--- src/rtl/exc_pkg.sv ---
// ---------------------------------------------------------------------------
// exc_pkg : shared encodings for the exception entry sequencer. Rev 1.0
// Optional build macro EXC_RETURN_EN adds the RET state to the FSM enum.
// ---------------------------------------------------------------------------
`default_nettype none

package exc_pkg;

  // Processor mode encodings, identical to the shared common header
  localparam logic [4:0] MODE_USR = 5'b10000;
  localparam logic [4:0] MODE_FIQ = 5'b10001;
  localparam logic [4:0] MODE_IRQ = 5'b10010;
  localparam logic [4:0] MODE_SVC = 5'b10011;
  localparam logic [4:0] MODE_ABT = 5'b10111;
  localparam logic [4:0] MODE_UND = 5'b11011;
  localparam logic [4:0] MODE_SYS = 5'b11111;

  localparam int EXC_UND  = 0;
  localparam int EXC_SWI  = 1;
  localparam int EXC_PABT = 2;
  localparam int EXC_DABT = 3;
  localparam int EXC_IRQ  = 4;
  localparam int EXC_FIQ  = 5;

  localparam logic [31:0] VEC_UND  = 32'h0000_0004;
  localparam logic [31:0] VEC_SWI  = 32'h0000_0008;
  localparam logic [31:0] VEC_PABT = 32'h0000_000C;
  localparam logic [31:0] VEC_DABT = 32'h0000_0010;
  localparam logic [31:0] VEC_IRQ  = 32'h0000_0018;
  localparam logic [31:0] VEC_FIQ  = 32'h0000_001C;

  localparam logic [31:0] LR_OFF_STD  = 32'd4;
  localparam logic [31:0] LR_OFF_DABT = 32'd8;

  localparam int CPSR_I = 7;
  localparam int CPSR_F = 6;
  localparam int CPSR_T = 5;

  typedef enum logic [2:0] {
    ST_IDLE = 3'd0,
    ST_SAVE = 3'd1,
    ST_BANK = 3'd2,
    ST_DONE = 3'd3
`ifdef EXC_RETURN_EN
    ,
    ST_RET  = 3'd4
`endif
  } exc_state_e;

endpackage

`default_nettype wire

--- src/rtl/exc_prio_enc.sv ---
// ---------------------------------------------------------------------------
// exc_prio_enc : masks IRQ/FIQ and picks the highest-priority request. Rev 1.0
// ---------------------------------------------------------------------------
`default_nettype none

module exc_prio_enc
  import exc_pkg::*;
(
  input  logic [5:0]  exc_req,
  input  logic        irq_mask,
  input  logic        fiq_mask,
  output logic        valid,
  output logic [5:0]  onehot,
  output logic [4:0]  mode,
  output logic [31:0] lr_off,
  output logic [31:0] vec_off
);

  logic [5:0] live;

  always_comb begin
    live           = exc_req;
    live[EXC_IRQ]  = exc_req[EXC_IRQ] & ~irq_mask;
    live[EXC_FIQ]  = exc_req[EXC_FIQ] & ~fiq_mask;
    onehot         = 6'b000000;
    mode           = 5'b00000;
    lr_off         = LR_OFF_STD;
    vec_off        = 32'd0;
    // DABT > FIQ > IRQ > PABT > UND > SWI
    if (live[EXC_DABT]) begin
      onehot[EXC_DABT] = 1'b1;
      mode             = MODE_ABT;
      lr_off           = LR_OFF_DABT;
      vec_off          = VEC_DABT;
    end else if (live[EXC_FIQ]) begin
      onehot[EXC_FIQ]  = 1'b1;
      mode             = MODE_FIQ;
      vec_off          = VEC_FIQ;
    end else if (live[EXC_IRQ]) begin
      onehot[EXC_IRQ]  = 1'b1;
      mode             = MODE_IRQ;
      vec_off          = VEC_IRQ;
    end else if (live[EXC_PABT]) begin
      onehot[EXC_PABT] = 1'b1;
      mode             = MODE_ABT;
      vec_off          = VEC_PABT;
    end else if (live[EXC_UND]) begin
      onehot[EXC_UND]  = 1'b1;
      mode             = MODE_UND;
      vec_off          = VEC_UND;
    end else if (live[EXC_SWI]) begin
      onehot[EXC_SWI]  = 1'b1;
      mode             = MODE_SVC;
      vec_off          = VEC_SWI;
    end
  end

  assign valid = |live;

endmodule

`default_nettype wire

--- src/rtl/exc_entry_ctrl.sv ---
// ---------------------------------------------------------------------------
// exc_entry_ctrl : ARM32 exception entry sequencer driving the regfile write side.
// Optional build macro EXC_RETURN_EN adds the SPSR->CPSR return path. Rev 1.0
// ---------------------------------------------------------------------------
`default_nettype none

module exc_entry_ctrl
  import exc_pkg::*;
#(
  parameter logic [31:0] VECTOR_BASE = 32'h0000_0000
) (
  input  logic        Clk,
  input  logic        Rst,
  input  logic [5:0]  exc_req,
  input  logic [31:0] exc_pc,
  input  logic [31:0] CPSR_out,
`ifdef EXC_RETURN_EN
  input  logic        ret_req,
  input  logic [31:0] ret_pc,
  input  logic [31:0] SPSR_out,
  output logic        ret_ack,
`endif
  output logic        busy,
  output logic        exc_ack,
  output logic [5:0]  exc_taken,
  output logic [31:0] CPSR_in,
  output logic        CPSR_write_en,
  output logic [3:0]  CPSR_byte_w_en,
  output logic [31:0] SPSR_in,
  output logic        SPSR_write_en,
  output logic [3:0]  SPSR_byte_w_en,
  output logic [4:0]  Rn_w_addr,
  output logic [31:0] Rn_in,
  output logic [3:0]  Rn_byte_w_en,
  output logic [31:0] PC_in,
  output logic        pc_write_en
);

  exc_state_e  state_q, state_d;
  logic [5:0]  taken_q, taken_d;
  logic [4:0]  mode_q, mode_d;
  logic [31:0] old_cpsr_q, old_cpsr_d;
  logic [31:0] lr_q, lr_d;
  logic [31:0] vec_q, vec_d;
`ifdef EXC_RETURN_EN
  logic        is_ret_q, is_ret_d;
`endif

  logic        pe_valid;
  logic [5:0]  pe_onehot;
  logic [4:0]  pe_mode;
  logic [31:0] pe_lr_off;
  logic [31:0] pe_vec_off;

  exc_prio_enc u_prio (
    .exc_req  (exc_req),
    .irq_mask (CPSR_out[CPSR_I]),
    .fiq_mask (CPSR_out[CPSR_F]),
    .valid    (pe_valid),
    .onehot   (pe_onehot),
    .mode     (pe_mode),
    .lr_off   (pe_lr_off),
    .vec_off  (pe_vec_off)
  );

  always_ff @(posedge Clk) begin
    if (!Rst) begin
      state_q    <= ST_IDLE;
      taken_q    <= 6'b000000;
      mode_q     <= 5'b00000;
      old_cpsr_q <= 32'd0;
      lr_q       <= 32'd0;
      vec_q      <= 32'd0;
`ifdef EXC_RETURN_EN
      is_ret_q   <= 1'b0;
`endif
    end else begin
      state_q    <= state_d;
      taken_q    <= taken_d;
      mode_q     <= mode_d;
      old_cpsr_q <= old_cpsr_d;
      lr_q       <= lr_d;
      vec_q      <= vec_d;
`ifdef EXC_RETURN_EN
      is_ret_q   <= is_ret_d;
`endif
    end
  end

  always_comb begin
    state_d        = state_q;
    taken_d        = taken_q;
    mode_d         = mode_q;
    old_cpsr_d     = old_cpsr_q;
    lr_d           = lr_q;
    vec_d          = vec_q;
`ifdef EXC_RETURN_EN
    is_ret_d       = is_ret_q;
    ret_ack        = 1'b0;
`endif
    busy           = 1'b0;
    exc_ack        = 1'b0;
    exc_taken      = 6'b000000;
    CPSR_in        = 32'd0;
    CPSR_write_en  = 1'b0;
    CPSR_byte_w_en = 4'b1111;
    SPSR_in        = 32'd0;
    SPSR_write_en  = 1'b0;
    SPSR_byte_w_en = 4'b1111;
    Rn_w_addr      = 5'd0;
    Rn_in          = 32'd0;
    Rn_byte_w_en   = 4'b1111;
    PC_in          = 32'd0;
    pc_write_en    = 1'b0;

    case (state_q)
      ST_IDLE: begin
        if (pe_valid) begin
          state_d    = ST_SAVE;
          taken_d    = pe_onehot;
          mode_d     = pe_mode;
          old_cpsr_d = CPSR_out;
          lr_d       = exc_pc + pe_lr_off;
          vec_d      = VECTOR_BASE + pe_vec_off;
`ifdef EXC_RETURN_EN
          is_ret_d   = 1'b0;
`endif
        end
`ifdef EXC_RETURN_EN
        else if (ret_req) begin
          state_d  = ST_RET;
          taken_d  = 6'b000000;
          is_ret_d = 1'b1;
        end
`endif
      end
      ST_SAVE: begin
        // Only byte 0 changes; the regfile banks on the new mode from next cycle
        busy           = 1'b1;
        exc_taken      = taken_q;
        CPSR_in        = {old_cpsr_q[31:8], 1'b1,
                          taken_q[EXC_FIQ] | old_cpsr_q[CPSR_F], 1'b0, mode_q};
        CPSR_write_en  = 1'b1;
        CPSR_byte_w_en = 4'b1110;
        state_d        = ST_BANK;
      end
      ST_BANK: begin
        busy           = 1'b1;
        exc_taken      = taken_q;
        SPSR_in        = old_cpsr_q;
        SPSR_write_en  = 1'b1;
        SPSR_byte_w_en = 4'b0000;
        Rn_w_addr      = 5'd14;
        Rn_in          = lr_q;
        Rn_byte_w_en   = 4'b0000;
        PC_in          = vec_q;
        pc_write_en    = 1'b1;
        state_d        = ST_DONE;
      end
      ST_DONE: begin
        exc_taken = taken_q;
        state_d   = ST_IDLE;
`ifdef EXC_RETURN_EN
        if (is_ret_q) ret_ack = 1'b1;
        else          exc_ack = 1'b1;
`else
        exc_ack   = 1'b1;
`endif
      end
`ifdef EXC_RETURN_EN
      ST_RET: begin
        busy           = 1'b1;
        CPSR_in        = SPSR_out;
        CPSR_write_en  = 1'b1;
        CPSR_byte_w_en = 4'b0000;
        PC_in          = ret_pc;
        pc_write_en    = 1'b1;
        state_d        = ST_DONE;
      end
`endif
      default: state_d = ST_IDLE;
    endcase
  end

endmodule

`default_nettype wire

--- config.mk ---
export PLATFORM = sky130hd
export DESIGN_NAME = exc_entry_ctrl
export DESIGN_NICKNAME = d
export VERILOG_FILES = /design/src/rtl/exc_pkg.sv /design/src/rtl/exc_prio_enc.sv /design/src/rtl/exc_entry_ctrl.sv
export SDC_FILE = /design/constraint.sdc
export NUM_CORES = 1
export LEC_CHECK = 0
export ABC_AREA = 1
export CAP_MARGIN = 25
export CORE_UTILIZATION = 38
export DETAILED_ROUTE_END_ITERATION = 16
export PLACE_DENSITY = 0.74
export SYNTH_ARGS = -nofsm -noshare
export SYNTH_HDL_FRONTEND = slang
export SYNTH_SLANG_ARGS = --single-unit
--- constraint.sdc ---
create_clock -name Clk -period 2 [get_ports Clk]
set_input_delay 0.4 -clock Clk [delete_from_list [all_inputs] [get_ports Clk]]
set_output_delay 0.4 -clock Clk [all_outputs]
set_load 0.02 [all_outputs]
==> impl_metrics.toml <==
[worst_setup_path]
critPathTopFamily = "buffers and inverters"
startpoint_type = "flip-flop"
crit_top_cell = "buf_4"
cp_cell_sequence = "inv_2 -> ha_4 -> buf_6 -> buf_12 -> buf_4 -> nand2_1 -> inv_1 -> buf_4"
crit_type = "reg2out"
critPathMaxFanout = 14
cp_slowest_cell = "dfxtp_2"
critical-path-max-stage-delay_ps = 340
cp-end-kind = "primary output"
rrSetupSlack_ps = 400
required_ps = 1600
critPathBufInv = 6
arrival_ps = 1570

[cts]
clock-sinks = 79
clk_pin_slew_worst_paths_ps = 60
clockBufferDepth = 2
cts-root-buf = "clkbuf_16"
h-tree-depth = 3
cts_buffers = 9
insertion_delay_ps = 330
cts_tree = "done"
cts_hold_buf = 0

[cells_and_area]
seq_area_sq_um = 1580
fillers = 1271
nets = 1134
design_area_sq_um = 7330
syn_to_final_growth_pct = 45.6
drive_gt1_share_pct = 20.0
diodes = 0
multi_input_area_sq_um = 2560

[route]
antenna_left = 0
vias = 5431
wire_per_inst_microns = 12.3
drc = 0
wirelength_microns = 15100
initialDrtViolationCount = 326
first_pass_iters = 7
via_per_inst = 4.41

[timing]
finalSetupViolCount = 0
relSlewSlack_pct = 64.6
finalClockSkew_ps = 4.88
tns_ps = 0
finalWorstSetupSlack_ps = 28.4
fin_crit_ps = 1970
slew_viol_final = 0
period_share_pct = 98.6
max_freq_ghz = 0.507
worst_pin_slew_ps = 531
rsz0062_at_grt = "yes"
hold_viol_final = 0

[synth]
async_flop_share_pct = 0
synthTopCellsByArea = "dfxtp_1 (31%), nand2_1 (16%), nor2_1 (12%), inv_1 (11%), buf_4 (7.5%)"
synth_common_cells = "nand2_1 (217), nor2_1 (161), inv_1 (152)"
syn_inst = 847
seq_area_frac_synth_pct = 31.4
syn_avg_cell_area_sq_um = 5.95
synth_most_common_cell = "nand2_1"
ys.warnings.count = 0
netlist-cell-type-count = 32
synth_top_cell_by_area = "dfxtp_1"
synth-seq-cells = 79
synthesis.area_sq_um = 5040
synth-edff-count = 0
synth_flop_cell = "dfxtp_1"
synth_top_area_share_pct = 31.4

[power_and_ir_drop]
combPwrFrac_pct = 50.2
power_density_nw_per_um2 = 1160
switchingPower_w = 0.00357
leakagePower_nw = 4.29
ir_drop_uv = 495
p_int_w = 0.00496
p_clk_share_pct = 20.7
p_sw_share_pct = 41.8
seqPwrFrac_pct = 29.1

[global_route]
grt_pass1_vias = 4830
grt_pass1_wl_microns = 23200
antenna_found_initial = 0
grt_max_degree = 46
grt-ovfl-total = 0
grt_use_total_pct = 22.1

[floorplan]
ios = 228
start_util_pct = 39.4
die_h_microns = 117
die-area_sq_um = 13700
die_w_microns = 117
core_area_sq_um = 12800
fp-row-count = 41

[place]
place_congestion = 0.943
port-buffer-count = 192
dp_hpwl_microns = 10900
placed_area_sq_um = 7190
dp_slack_ps = -341

[job]
max_cap_violations = 0

[run_status]
outcome = "finished clean"

[worst_hold_path]
hp-class = "in2reg"
[kinds of logic (layout without fill, tap and decap cells)]
family	after synthesis	in the layout	synth area share (%)
XOR/XNOR	10	10	1.74
buffers and inverters	235	415	21.8
adder cells (fa/ha/maj)	7	7	1.89
AND/OR/NAND/NOR	424	424	33.8
flip-flops	79	79	31.4
other	2	35	0.149
AO/OA/AOI/OAI	90	90	9.19
[path summary, 6_finish.rpt]
path                            startpoint         end  cells after the start
worst max register to register  state_q[0]  taken_q[2]                      9
worst min-delay path                   Rst  state_q[0]                      2
worst min register to register  taken_q[1]  taken_q[1]                      2
worst max-delay path            state_q[0]   Rn_in[26]                      8
[flip-flops by register name, indices dropped and copies added (netlist names)]
name / count
lr_q: 32
mode_q: 4
old_cpsr_q: 32
state_q: 2
taken_q: 6
vec_q: 3
[cell usage in the layout (no fill, tap or decap), types with 2 or more instances in the layout]
| cell | instances |
|---|---|
| a21oi_1 | 27 |
| buf_12 | 7 |
| buf_16 | 2 |
| buf_2 | 58 |
| buf_4 | 49 |
| buf_6 | 4 |
| bufinv_16 | 2 |
| clkbuf_16 | 9 |
| clkbuf_2 | 24 |
| clkdlybuf4s15_1 | 5 |
| clkdlybuf4s15_2 | 15 |
| clkdlybuf4s50_1 | 69 |
| clkinvlp_4 | 3 |
| conb_1 | 35 |
| dfxtp_1 | 77 |
| dfxtp_2 | 2 |
| dlygate4sd2_1 | 9 |
| dlymetal6s2s_1 | 2 |
| ha_1 | 2 |
| ha_4 | 3 |
| inv_1 | 146 |
| inv_2 | 6 |
| nand2_1 | 212 |
| nand2_2 | 8 |
| nand3_1 | 29 |
| nand4_1 | 3 |
| nor2_1 | 156 |
| nor2_2 | 6 |
| nor2_4 | 4 |
| o21ai_0 | 54 |
| o21ai_1 | 5 |
| xnor2_1 | 4 |
| xor2_1 | 6 |
[stage by stage]
stage	hold WS, ps	total power, W	utilization, %	std cells
2_1_floorplan	439	0.00514	-	880
3_3_place_gp	450	0.00668	56.3	1208
3_5_place_dp	453	0.00674	56.3	1208
4_1_cts	400	0.00862	59.0	1231
5_1_grt	417	0.00918	57.4	1232
6_report	413	0.00853	57.4	1232
[routing by layer]
layer  part of all wire [%]  vias to the layer above  GRT usage, %
li1                       -                     2844             -
met1                     41                     2380          24.9
met2                     50                      190          41.4
met3                    7.8                       17          5.30
met4                    1.3                        0          5.99
met5                      0                        -             0
[power groups by stage]
stage	logic, W	clock network [W]	registers, W
5_1_grt	0.00476	0.00187	0.00255
4_1_cts	0.00433	0.00182	0.00247
2_1_floorplan	0.00274	0	0.00240
3_3_place_gp	0.00420	0	0.00248
3_5_place_dp	0.00425	0	0.00249
6_report	0.00428	0.00177	0.00248
[final cells by class]
type / instances / area share (%)
clock inverters: 6 / 1.26
inverters: 154 / 7.97
repair buffers: 245 / 28.1
flip-flops and latches: 79 / 21.6
clock buffers: 10 / 3.12
well taps: 172 / 2.93
multi-input cells: 566 / 35.0
[what timing repair did]
| item | CTS | global route |
|---|---|---|
| buffers inserted | 4 | 1 |
| cloned | 3 | 0 |
| setup endpoints to repair | 120 | 104 |
| pin swaps | 0 | 8 |
| gates resized for setup | 348 | 97 |
(Power assumes the default switching activity.)
